==> config.mk <==
export PLATFORM = sky130hd
export DESIGN_NAME = fpcvt_ret_buf
export DESIGN_NICKNAME = d
export VERILOG_FILES = /design/src/rtl/fpcvt_ret_buf.sv
export SDC_FILE = /design/constraint.sdc
export NUM_CORES = 1
export LEC_CHECK = 0
export BUFFER_PORTS_ARGS = -buffer_cell sky130_fd_sc_hd__buf_2
export CORE_MARGIN = 1.5
export CORE_UTILIZATION = 48
export DETAILED_ROUTE_END_ITERATION = 10
export HOLD_SLACK_MARGIN = 0.08
export PLACE_DENSITY_LB_ADDON = 0.12
export SLEW_MARGIN = 20
export SYNTH_ARGS = -nofsm -noshare
export SYNTH_HDL_FRONTEND = slang
export SYNTH_SLANG_ARGS = --single-unit
export TNS_END_PERCENT = 50
==> constraint.sdc <==
create_clock -name clk -period 5.1 [get_ports clk]
set_clock_uncertainty 0.2 [all_clocks]
set_input_delay 1.02 -clock clk [delete_from_list [all_inputs] [get_ports clk]]
set_output_delay 1.02 -clock clk [all_outputs]
set_load 0.01 [all_outputs]
==> src/rtl/fpcvt_ret_buf.sv <==
// Return buffer behind the FP-to-integer converter: a small FIFO of conversion results with
// credit-based issue permit, flush kill tracking and a sticky protocol error flag.
package fpcvt_ret_buf_pkg;
    localparam int unsigned RES_W = 65;
    localparam int unsigned TAG_W = 9;

    typedef struct packed {
        logic [RES_W-1:0] res;
        logic             alt;
        logic [TAG_W-1:0] tag;
    } ret_ent_t;
endpackage

module fpcvt_ret_buf
    import fpcvt_ret_buf_pkg::*;
#(
    parameter int unsigned DEPTH   = 4,
    parameter int unsigned CVT_LAT = 2
) (
    input  logic                       clk,
    input  logic                       rst,
    input  logic                       iss_cvt,
    input  logic                       cvt_vld,
    input  logic [RES_W-1:0]           cvt_res,
    input  logic                       cvt_alt,
    input  logic [TAG_W-1:0]           cvt_tag,
    input  logic                       flush,
    input  logic                       wb_stall,
    output logic                       wb_en,
    output logic [RES_W-1:0]           wb_data,
    output logic                       wb_alt,
    output logic [TAG_W-1:0]           wb_tag,
    output logic                       iss_ok,
    output logic [$clog2(DEPTH):0]     cnt,
    output logic                       err
);

    localparam int unsigned PW = $clog2(DEPTH);
    localparam int unsigned CW = PW + 1;
    localparam int unsigned OW = 32;

    ret_ent_t             mem_q [DEPTH];
    logic [PW-1:0]        head_q, head_d;
    logic [PW-1:0]        tail_q, tail_d;
    logic [CW-1:0]        cnt_q, cnt_d;
    logic [CVT_LAT-1:0]   live_q, live_d;
    logic [CVT_LAT-1:0]   kill_q, kill_d;
    logic                 err_q, err_d;

    logic                 full_c;
    logic                 pop_c;
    logic                 push_req_c;
    logic                 push_c;
    logic [OW-1:0]        inflight_c;

    // Credit: occupied slots plus conversions still in the converter pipe.
    always_comb begin
        inflight_c = '0;
        for (int unsigned i = 0; i < CVT_LAT; i++) begin
            inflight_c = inflight_c + OW'(live_q[i]);
        end
        iss_ok = (OW'(cnt_q) + inflight_c) < OW'(DEPTH);
    end

    always_comb begin
        head_d     = head_q;
        tail_d     = tail_q;
        cnt_d      = cnt_q;
        err_d      = err_q;
        full_c     = (cnt_q == CW'(DEPTH));
        pop_c      = (cnt_q != '0) && !wb_stall && !flush;
        push_req_c = cvt_vld && !kill_q[CVT_LAT-1] && !flush;
        push_c     = push_req_c && (!full_c || pop_c);
        live_d     = (live_q << 1) | CVT_LAT'(iss_cvt && !flush);
        kill_d     = kill_q << 1;

        // An issue in the flush cycle itself is already in the converter, so it is killed too.
        if (flush) begin
            live_d = '0;
            kill_d = ((live_q | kill_q) << 1) | CVT_LAT'(iss_cvt);
        end

        if ((push_req_c && full_c && !pop_c) || (iss_cvt && !iss_ok)) begin
            err_d = 1'b1;
        end

        if (pop_c) begin
            head_d = head_q + PW'(1);
        end
        if (push_c) begin
            tail_d = tail_q + PW'(1);
        end
        case ({push_c, pop_c})
            2'b10:   cnt_d = cnt_q + CW'(1);
            2'b01:   cnt_d = cnt_q - CW'(1);
            default: cnt_d = cnt_q;
        endcase

        if (flush) begin
            head_d = '0;
            tail_d = '0;
            cnt_d  = '0;
        end
    end

    always_ff @(posedge clk) begin
        if (rst) begin
            head_q <= '0;
            tail_q <= '0;
            cnt_q  <= '0;
            live_q <= '0;
            kill_q <= '0;
            err_q  <= 1'b0;
        end else begin
            head_q <= head_d;
            tail_q <= tail_d;
            cnt_q  <= cnt_d;
            live_q <= live_d;
            kill_q <= kill_d;
            err_q  <= err_d;
        end
    end

    // Storage is written only on an accepted push, so a stalled head never changes.
    always_ff @(posedge clk) begin
        if (rst) begin
            for (int unsigned i = 0; i < DEPTH; i++) begin
                mem_q[i] <= '0;
            end
        end else if (push_c) begin
            mem_q[tail_q] <= '{res: cvt_res, alt: cvt_alt, tag: cvt_tag};
        end
    end

    assign wb_en   = (cnt_q != '0);
    assign wb_data = mem_q[head_q].res;
    assign wb_alt  = mem_q[head_q].alt;
    assign wb_tag  = mem_q[head_q].tag;
    assign cnt     = cnt_q;
    assign err     = err_q;

endmodule

## Word-level counts from Yosys, hierarchy flattened

Memories as Yosys holds them, arrays and structs flattened. A register that Yosys moved wholly into a read port is not among the register bits.
Cells that the tools add are included.

| operators by class | value |
|---|---|
| $add $sub $neg | 6 |
| magnitude comparators | 1 |
| eq/ne operators | 3 |
| muxes and demuxes | 12 |
| bitwise logic cells | 4 |
| reductions and logical operators | 22 |

Operators with widths:

| cell | number |
|---|---|
| two-way mux 75 bit | 1 |
| OR reduction 75 bit | 1 |
| logical AND 1 bit | 9 |
| two-way mux 2 bit | 4 |
| zero test 1 bit | 6 |
| two-way mux 1 bit | 6 |
| one-hot mux 3 bit (2 select lines) | 1 |
| adder 2 x 1 -> 2 bit, second input constant | 2 |
| adder 3 x 2 -> 4 bit | 1 |
| < comparator 4 x 3 -> 1 bit, second input constant | 1 |
| bitwise OR 2 x 1 -> 2 bit | 2 |
| OR reduction 2 bit | 2 |
| adder 3 x 1 -> 3 bit, second input constant | 1 |
| equality test 3 bit, second input constant | 1 |
| nonzero test 3 bit | 1 |
| subtractor 3 x 1 -> 3 bit, second input constant | 1 |
| adder 1 x 1 -> 2 bit | 1 |
| equality test 2 x 1 -> 1 bit, second input constant | 1 |
| equality test 2 bit, second input constant | 1 |
| logical OR 1 bit | 2 |
| nonzero test 2 bit | 1 |
| NOT 1 bit | 1 |
| bitwise OR 1 bit | 1 |

| word-level totals | value |
|---|---|
| bits in registers | 12 |
| bits in writable memories | 300 |
| input bits | 81 |
| logic and storage cells | 56 |
| memories kept | 1 |

Memory list:

| name | words | bits a word | rd ports | clocked after Yosys merged registers in | write ports | RTL line | RTL |
|---|---|---|---|---|---|---|---|
| mem_q | 4 | 75 | 1 | 1 | 4 | 42 | `ret_ent_t mem_q [DEPTH];` |

## Depth between registers and ports, before layout

Gate-level depths: netlist (run 1).

| depth | value |
|---|---|
| depth after elaboration | 10 |
| gate-level depth with buffers | 9 |

## Least setup slack after synthesis (run 1)

OpenSTA, ideal clock, no wires.

| path | value |
|---|---|
| kind | input to register |
| from | input flush |
| to | memory mem_q[1][0] in the netlist's numbering (enable) |
| library setup time | 0.446 ns |
| arrival time | 3.686 ns |
| required time | 4.454 ns |
| setup slack | 0.768 ns |
| stages | 4 |
| path through | or3b_1 -> or4_1 -> buf_2 -> nand2b_1 |

RTL lines:

| item | RTL line | RTL |
|---|---|---|
| start, declared | 27 | `input logic flush,` |
| end, declared | 42 |  |

==> impl_metrics.toml, run 1 <==
[hold_path]
hold_path.class = "reg2reg"
whs_path_depth = 2
worst_hold_startpoint = "kill_q[0]"
hold_end = "kill_q[1]"

[drt]
ant_nets = 0
drt-total-wl_mm = 29.2
dr.pass1.iters = 5
routedWlPerCell_um = 20.4
drt_first_iter_violations = 524
vias_per_cell = 5.29
drcViolationCount = 0
vias = 7586

[power_and_ir_drop]
ir_drop_mv = 0.210
power_density_nw_per_um2 = 361
p_leak_nw = 5.64
power.total_mw = 5.70

[timing]
finalCriticalPeriod_ns = 3.45
finalCritPeriodShare_pct = 67.7
setup_tns_ns = 0
clock.fmax_mhz = 290
report.final.slew_viol_count = 0
max_slew_margin_pct = 30.5
hold_ws_ns = 0.234
setup_violations = 0
hold_violations = 0
rsz0062_at_grt = "false"
worstMarginPinSlew_ns = 1.04

[clocking]
post_cts_resized = 0
cts_tree = "done"
cts_made_buffers = 34
cts_root_buf = "clkbuf_16"
path_clk_slew_ns = 0.06
cts_setup_buffers = 0
htree_levels = 2
cts_num_sinks = 314
clk_path_buf_depth = 3
postCtsHoldBufs = 0
clock_latency_ns = 0.51

[critical_path]
reg2reg_depth = 4
r2r_start = "cnt[0]"
critPathSlowestCell = "dfxtp_4"
rrSetupSlack_ns = 2.19
endpoint_kind = "output port"
critical_path_class = "reg2out"
path_cells = "buf_4, mux4_2, buf_2"
cpPeakStageDelay_ns = 0.57
cp_max_fo = 32
cp-start-kind = "register"
r2r-end = "mem_q[0][70]"
cp.arrival_ns = 2.23
cp.required_ns = 3.88

[global_route]
grt_pass1_vias = 7823
grt_pass1_wl_mm = 44.7
grt_antenna_before_repair = 1
gr-total-overflow = 0
track_usage_pct = 20.6
grt_max_degree = 76

[yosys]
netlist_top_cells_count = "300 x edfxtp_1, 217 x nor2_1, 80 x nor2_2"
synth_area_leaders = "edfxtp_1 67%, mux4_2 12%, nor2_1 6.0%, nor2_2 3.7%, nand2b_1 3.6%"
synth_seq_cells = 314
synth.avg_cell_area_sq_um = 15.4
synth.net_count = 964
seq_area_frac_synth_pct = 68.6
ys_warn_count = 0
yosys.area.top_type_share_pct = 66.5
synth_cell_types = 38
yosysMostFrequentCell = "edfxtp_1"
postSynthCellCount = 880
synth_flop_cell = "edfxtp_1"
synth_async_sr_flop_share_pct = 0
syn_area_sq_um = 13500
synth_top_area_cell = "edfxtp_1"
synth_edf_count = 300

[cells_and_area]
nFillCells = 2323
post_route_cells_drive_above_1_share_pct = 37.8
n_antenna_cell = 0
nets = 1114
finish.utilization_pct = 56.8
area_growth_pct = 16.5

[placement]
dp_hpwl_mm = 16.3
gp_congestion = 0.718
io_buffers = 161

[die]
fp.dieH_um = 171
num_rows = 61
io_pins = 162
die_w_um = 171
initial_core_util_pct = 48.8
core-area_sq_um = 27800
design.die.area_sq_um = 29200

[run_status]
outcome = "finished clean"

[flow_run]
max-cap-violations = 0
[worst max-delay path: cells and delay by family, from the launching register on]
kind | cells | cell delay [ns]
buf+inv | 2 | 0.71
flops | 1 | 0.57
mux | 1 | 0.44
[worst max-delay path by stage]
stage,startpoint,endpoint,cells past startpoint
finish,register,wb_tag[3],3
global route,register,wb_tag[3],3
CTS,register,wb_tag[3],3
detailed placement,flush,mem_q[0][72],5
global placement,flush,mem_q[0][66],5
floorplan,flush,mem_q[1][0],4
[power breakdown]
group | internal [mW] | total, mW | switching, mW
registers | 2.95 | 2.98 | 0.0314
logic | 0.144 | 0.388 | 0.244
clock network | 1.37 | 2.33 | 0.964
[area by class of cell]
cell class | instances | area [sq um] | area share [%]
multi-input cells | 500 | 3960 | 25.1
clock inverters | 18 | 115 | 0.729
flip-flops and latches | 314 | 9300 | 58.9
inverters | 6 | 22.5 | 0.143
repair buffers | 174 | 966 | 6.12
clock buffers | 43 | 948 | 6.01
well taps | 378 | 473 | 3.00
[layer usage]
| metal | track usage (%) | wire, um |
|---|---|---|
| met5 | 0 | 7 |
| met4 | 4.16 | 362 |
| met3 | 3.72 | 1600 |
| met2 | 34.6 | 14400 |
| met1 | 28.3 | 12800 |
[layout by cell type, fill, tap and decap left out, types with 2 or more instances in the layout]
cell	instances
edfxtp_1	300
nor2_1	217
buf_2	161
nor2_2	80
mux4_2	75
nand2b_1	75
clkbuf_16	37
dfxtp_1	12
nor2_4	10
clkinv_1	8
buf_4	8
a21oi_1	7
inv_1	6
clkbuf_1	6
clkinv_2	6
buf_12	5
nand2b_4	3
or4_4	2
nor3_1	2
o21ai_0	2
nand3_1	2
xor2_1	2
and2_1	2
mux2_2	2
or3_1	2
ha_1	2
dfxtp_4	2
[cell families after synthesis]
logic type / after synthesis / share of synthesized area [%]
and+or+nand+nor: 403 / 15.1
AOI/OAI and AO/OA: 15 / 0.711
xor gates and xnor gates: 2 / 0.129
adders and majority gates: 3 / 0.333
muxes: 77 / 12.6
buffers and inverters: 66 / 2.55
DFF: 314 / 68.6
[through the flow]
stage / cell area, sq um / worst slack (ns) / cells
finish: 15800 / 1.65 / 1433
global route: 15800 / 1.56 / 1433
CTS: 15800 / 1.60 / 1433
detailed placement: 14700 / 1.41 / 1372
global placement: 14700 / 1.45 / 1372
floorplan: 13500 / 0.768 / 880
[flip-flops by register name (all words and copies together) (netlist names), named ones only]
name    cells
cnt         3
err         1
head_q      2
kill_q      2
live_q      2
mem_q     300
tail_q      2
No activity file was read; power rests on OpenSTA's default activity.
==> inputs of run 2 (changes only) <==
--- a/config.mk
+++ b/config.mk
@@ -5,6 +5,7 @@
 export SDC_FILE = /design/constraint.sdc
 export NUM_CORES = 1
 export LEC_CHECK = 0
+export ABC_AREA = 1
 export BUFFER_PORTS_ARGS = -buffer_cell sky130_fd_sc_hd__buf_2
 export CORE_MARGIN = 1.5
 export CORE_UTILIZATION = 48
==> constraint.sdc (replaced) <==
create_clock -name clk -period 3.02 [get_ports clk]
set_clock_uncertainty 0.2 [all_clocks]
set_input_delay 0.604 -clock clk [delete_from_list [all_inputs] [get_ports clk]]
set_output_delay 0.604 -clock clk [all_outputs]
set_load 0.01 [all_outputs]
==> run 2 against run 1 <==
Against the previous run:
- total power up 64%
- sequential share of layout area fell by 0.67 points
- global-route usage up 1.3 points
- combinational power is 46% higher
- design area rose by 1.1%
- cell count is 23% higher
- die area up 0.78%
- setup slack lost 1.5 ns
- hold slack lost 0.13 ns
- critical path type unchanged
- largest power group unchanged
- highest routed layer is now met4
==> impl_metrics.toml, run 2 <==
[cells_and_area]
top_register = "mem_q"
largest_reg_flops = 300
post_route_cells_drive_above_1_share_pct = 22.5
nets = 1447
area_growth_pct = 16.9
finalNonFillerCells = 1767
final_cell_mix = "360 x nor2_1, 300 x edfxtp_1, 161 x buf_2"
final_common_cell = "nor2_1"

[run_status]
outcome = "finished clean"

[die]
io_pins = 162
die_w_um = 172
core-area_sq_um = 27900
initial_core_util_pct = 49.0
num_rows = 61
fp.dieH_um = 172
design.die.area_sq_um = 29500

[power_and_ir_drop]
p_leak_nw = 6.90
power_density_nw_per_um2 = 587
ir_drop_mv = 0.402
power.total_mw = 9.37

[yosys]
ys_warn_count = 0
postSynthCellCount = 1227
synth_top_area_cell = "edfxtp_1"
yosys.area_share.simple_pct = 16.4
netlist_top_cells_count = "360 x nor2_1, 300 x edfxtp_1, 156 x o21ai_0"
synth_async_sr_flop_share_pct = 0
synth_cell_types = 25
synth_area_leaders = "edfxtp_1 66%, nor2_1 9.9%, o21ai_0 5.7%, o22ai_1 3.4%, nand2_4 3.3%"
synth.avg_cell_area_sq_um = 11.1
synth_top_family_by_area = "simple AND/OR/NAND/NOR gates"
synth_seq_cells = 314
synth_compound_area_share_pct = 9.56
synth_adder_area_share_pct = 0.330
yosys.area.top_type_share_pct = 66.0
yosysMostFrequentCell = "nor2_1"
syn_area_sq_um = 13700
synth_edf_count = 300
synthMuxAreaShare_pct = 0
synth_flop_cell = "edfxtp_1"
synth_xor_area_share_pct = 0.0641
synth.net_count = 1311
seq_area_frac_synth_pct = 68.0

[timing]
rsz0062_at_grt = "false"
report.final.slew_viol_count = 0
setup_violations = 0
worst_slack_ns = 0.140
setup_tns_ns = 0
worstMarginPinSlew_ns = 0.709
hold_violations = 0
finalCriticalPeriod_ns = 2.88
max_slew_margin_pct = 52.8
clock.fmax_mhz = 347
finalCritPeriodShare_pct = 95.4

[critical_path]
cpPeakStageDelay_ns = 0.34
cp-start-kind = "register"
path_cells = "inv_2, buf_12, o21ai_0, o22ai_1, buf_2"
critical_path_class = "reg2out"
r2r_start = "cnt[1]"
cp.arrival_ns = 2.08
critPathSlowestCell = "dfxtp_2"
cp.required_ns = 2.22
cp_max_fo = 44
endpoint_kind = "output port"

[placement]
dpl.cell_count = 1707
gp_congestion = 0.779
io_buffers = 161
pre_cts_slack_ns = 0.462
dp_hpwl_mm = 16.4

[drt]
ant_nets = 0
drt_first_iter_violations = 723
drcViolationCount = 0
dr.pass1.iters = 5
drt-total-wl_mm = 33.1
routedWlPerCell_um = 18.7
vias_per_cell = 5.29
vias = 9349

[hold_path]
hold_path.class = "in2reg"
worst_hold_startpoint = "iss_cvt"

[clocking]
cts_tree = "done"
cts_setup_buffers = 0
postCtsHoldBufs = 0
htree_levels = 1
path_clk_slew_ns = 0.06
clk_path_buf_depth = 3
cts_num_sinks = 314
cts_root_buf = "clkbuf_16"
cts_made_buffers = 31
clock_latency_ns = 0.55

[global_route]
gr-total-overflow = 0
grt_max_degree = 151
grt_antenna_before_repair = 1
grt_pass1_vias = 8800
track_usage_pct = 21.8
grt_pass1_wl_mm = 48.8

[flow_run]
max-cap-violations = 0
## run 2: changes by cell type in the layout (fill, tap and decap cells not counted), sizes merged, moves of 4 or more
cell | previous run | this run
a21oi | 7 | 11
clkbuf | 43 | 38
inv | 7 | 93
buf | 174 | 182
o21ai | 2 | 156
nand2b | 78 | 0
nand2 | 1 | 96
mux4 | 75 | 0
o22ai | 0 | 75
nor2 | 307 | 391
## run 2: critical path, delay by kind of cell, from the launching register on
kind	cells	cell delay, ns
AO/OA/AOI/OAI	2	0.37
buffers and inverters	3	0.82
flip-flops	1	0.34
## run 2: cells by family after synthesis
group | count (synthesis)
simple gates | 492
flops | 314
compound gates | 242
buf+inv | 175
fa+ha+maj | 3
xor+xnor | 1
## run 2: cell type report
class / count / area, sq um
Fill cell: 2421 / 11900
Sequential cell: 314 / 9290
Multi-Input combinational cell: 738 / 3660
Timing Repair Buffer: 183 / 1170
Clock buffer: 37 / 798
Tap cell: 378 / 473
Inverter: 95 / 363
Clock inverter: 20 / 193
Antenna cell: 2 / 5.00
## run 2: where the power goes
part | internal [mW] | switching, mW | leakage [nW]
Clock | 2.21 | 1.59 | 0.494
Sequential | 4.96 | 0.0443 | 3.22
Combinational | 0.177 | 0.388 | 3.19
## run 2: what timing repair did
item / 4_1_cts / 5_1_grt
setup endpoints to repair: 1 / 1
cloned: 0 / 1
gates resized for setup: 1 / 1
## run 2: per-stage QoR
step           instance area [sq um]  utilization, %  hold WS (ns)
2_1_floorplan                  13700               -         0.213
3_3_place_gp                   14900            53.6         0.243
3_5_place_dp                   14900            53.6         0.230
4_1_cts                        15900            57.2        0.0934
5_1_grt                        16000            57.3         0.131
6_report                       16000            57.3         0.105
## run 2: worst paths after layout
kind / end / slack, ns / depth (start not counted)
worst min register to register: kill_q[1] / 0.25 / 2
worst min-delay path: live_q[0] / 0.10 / 3
worst max register to register: mem_q[0][32] / 0.74 / 7
worst max-delay path: wb_data[60] / 0.14 / 5
## run 2: metal layers
metal / share of wire (%) / GRT usage, %
met1: 44 / 30.1
met2: 48 / 36.1
met3: 7.1 / 3.59
met4: 1.6 / 5.38
met5: 0 / 0
==> inputs of run 3 (changes only) <==
--- a/config.mk
+++ b/config.mk
@@ -7,7 +7,7 @@
 export LEC_CHECK = 0
 export ABC_AREA = 1
 export BUFFER_PORTS_ARGS = -buffer_cell sky130_fd_sc_hd__buf_2
-export CORE_MARGIN = 1.5
+export CORE_MARGIN = 3
 export CORE_UTILIZATION = 48
 export DETAILED_ROUTE_END_ITERATION = 10
 export HOLD_SLACK_MARGIN = 0.08
==> run 3 against run 2 <==
Against the previous run:
- die area up 3.5%
- via count fell by 0.83%
- setup slack lost 0.068 ns
- global-route usage fell by 0.72 points
- critical path type unchanged
- largest power group unchanged
- wire length shrank 2.2%
- sequential cell count is the same
- design area rose by 0.22%
==> impl_metrics.toml, run 3 (synthesized netlist as in run 2, its figures left out) <==
[critical_path]
critical_path_class = "reg2out"
path_cells = "buf_4, o21ai_0, o22ai_1, buf_2"
cpPeakStageDelay_ns = 0.55
cp-start-kind = "register"
critPathSlowestCell = "dfxtp_2"
cp_max_fo = 31
endpoint_kind = "output port"
cp.arrival_ns = 2.14
cp.required_ns = 2.22

[power_and_ir_drop]
power_density_nw_per_um2 = 586
ir_drop_mv = 0.338
p_leak_nw = 6.92

[cells_and_area]
final_common_cell = "nor2_1"
largest_reg_flops = 300
area_growth_pct = 17.1
finalNonFillerCells = 1769
finish.utilization_pct = 57.3
top_register = "mem_q"
nets = 1455
final_cell_mix = "360 x nor2_1, 300 x edfxtp_1, 161 x buf_2"
post_route_cells_drive_above_1_share_pct = 22.4

[die]
die_w_um = 175
initial_core_util_pct = 48.9
core-area_sq_um = 27900
design.die.area_sq_um = 30500
io_pins = 162
fp.dieH_um = 175
num_rows = 61

[global_route]
grt_pass1_wl_mm = 50.7
grt_pass1_vias = 9291
grt_max_degree = 151
track_usage_pct = 21.1
grt_antenna_before_repair = 2
gr-total-overflow = 0

[clocking]
clock_latency_ns = 0.49
cts_tree = "done"
clk_path_buf_depth = 3
postCtsHoldBufs = 0
cts_made_buffers = 35
post_cts_resized = 0
cts_root_buf = "clkbuf_16"
htree_levels = 2
cts_setup_buffers = 0
cts_num_sinks = 314
path_clk_slew_ns = 0.05

[placement]
io_buffers = 161
dp_hpwl_mm = 17.4
pre_cts_slack_ns = 0.564
dpl.cell_count = 1712
gp_congestion = 0.766

[drt]
drt-total-wl_mm = 32.3
routedWlPerCell_um = 18.3
drt_first_iter_violations = 790
vias = 9271
drcViolationCount = 0
ant_nets = 0
dr.pass1.iters = 5
vias_per_cell = 5.24

[timing]
report.final.slew_viol_count = 0
finalCritPeriodShare_pct = 97.6
hold_violations = 0
finalCriticalPeriod_ns = 2.95
clock.fmax_mhz = 339
setup_violations = 0
worstMarginPinSlew_ns = 0.670
max_slew_margin_pct = 55.3
worst_slack_ns = 0.0716
hold_ws_ns = 0.153
rsz0062_at_grt = "true"
setup_tns_ns = 0

[run_status]
outcome = "finished clean"

[flow_run]
max-cap-violations = 0

[hold_path]
hold_path.class = "in2reg"
[run 3: cell count changes in the layout (fill, tap and decap cells not counted), sizes merged]
| cell | change |
|---|---|
| bufinv | -4 |
| diode | -1 |
| buf | +5 |
| clkinv | -8 |
| clkbuf | +10 |
[run 3: worst paths after layout]
kind | from | end | slack (ns) | cells past startpoint
max | register | wb_tag[5] | 0.07 | 4
min | iss_cvt | live_q[0] | 0.15 | 3
min reg2reg | kill_q[0] | kill_q[1] | 0.25 | 2
max reg2reg | cnt[1] | cnt[2] | 0.78 | 11
[run 3: stage by stage]
| step | cell area (sq um) | power [mW] |
|---|---|---|
| after floorplan | 13700 | 5.39 |
| after global placement | 15000 | 5.67 |
| after detailed placement | 15000 | 5.68 |
| after CTS | 16000 | 9.45 |
| after global routing | 16000 | 9.68 |
| final | 16000 | 9.36 |
[run 3: routing by layer]
metal  GRT usage, %  part of all wire (%)
met1           29.7                    45
met3           3.52                   5.5
met4           5.78                   2.0
met2           34.4                    47
met5              0                 0.062
[run 3: final cells by class]
cell class                      instances  area [sq um]
Clock inverter                          8          33.8
Antenna cell                            1          2.50
Clock buffer                           48           967
Multi-Input combinational cell        738          3660
Tap cell                              378           473
Fill cell                            2426         11900
Sequential cell                       314          9290
Timing Repair Buffer                  187          1200
Inverter                               95           360
[run 3: critical path, delay by kind of cell, from the launching register on]
| family | cells | cell delay, ns |
|---|---|---|
| buffers and inverters | 2 | 0.60 |
| AOI/OAI and AO/OA | 2 | 0.46 |
| DFF | 1 | 0.55 |
[run 3: where the power goes]
part,switching (mW),internal [mW],total (mW)
Sequential,0.0451,4.96,5.01
Clock,1.57,2.22,3.78
Combinational,0.389,0.185,0.574
Total,2.00,7.36,9.36
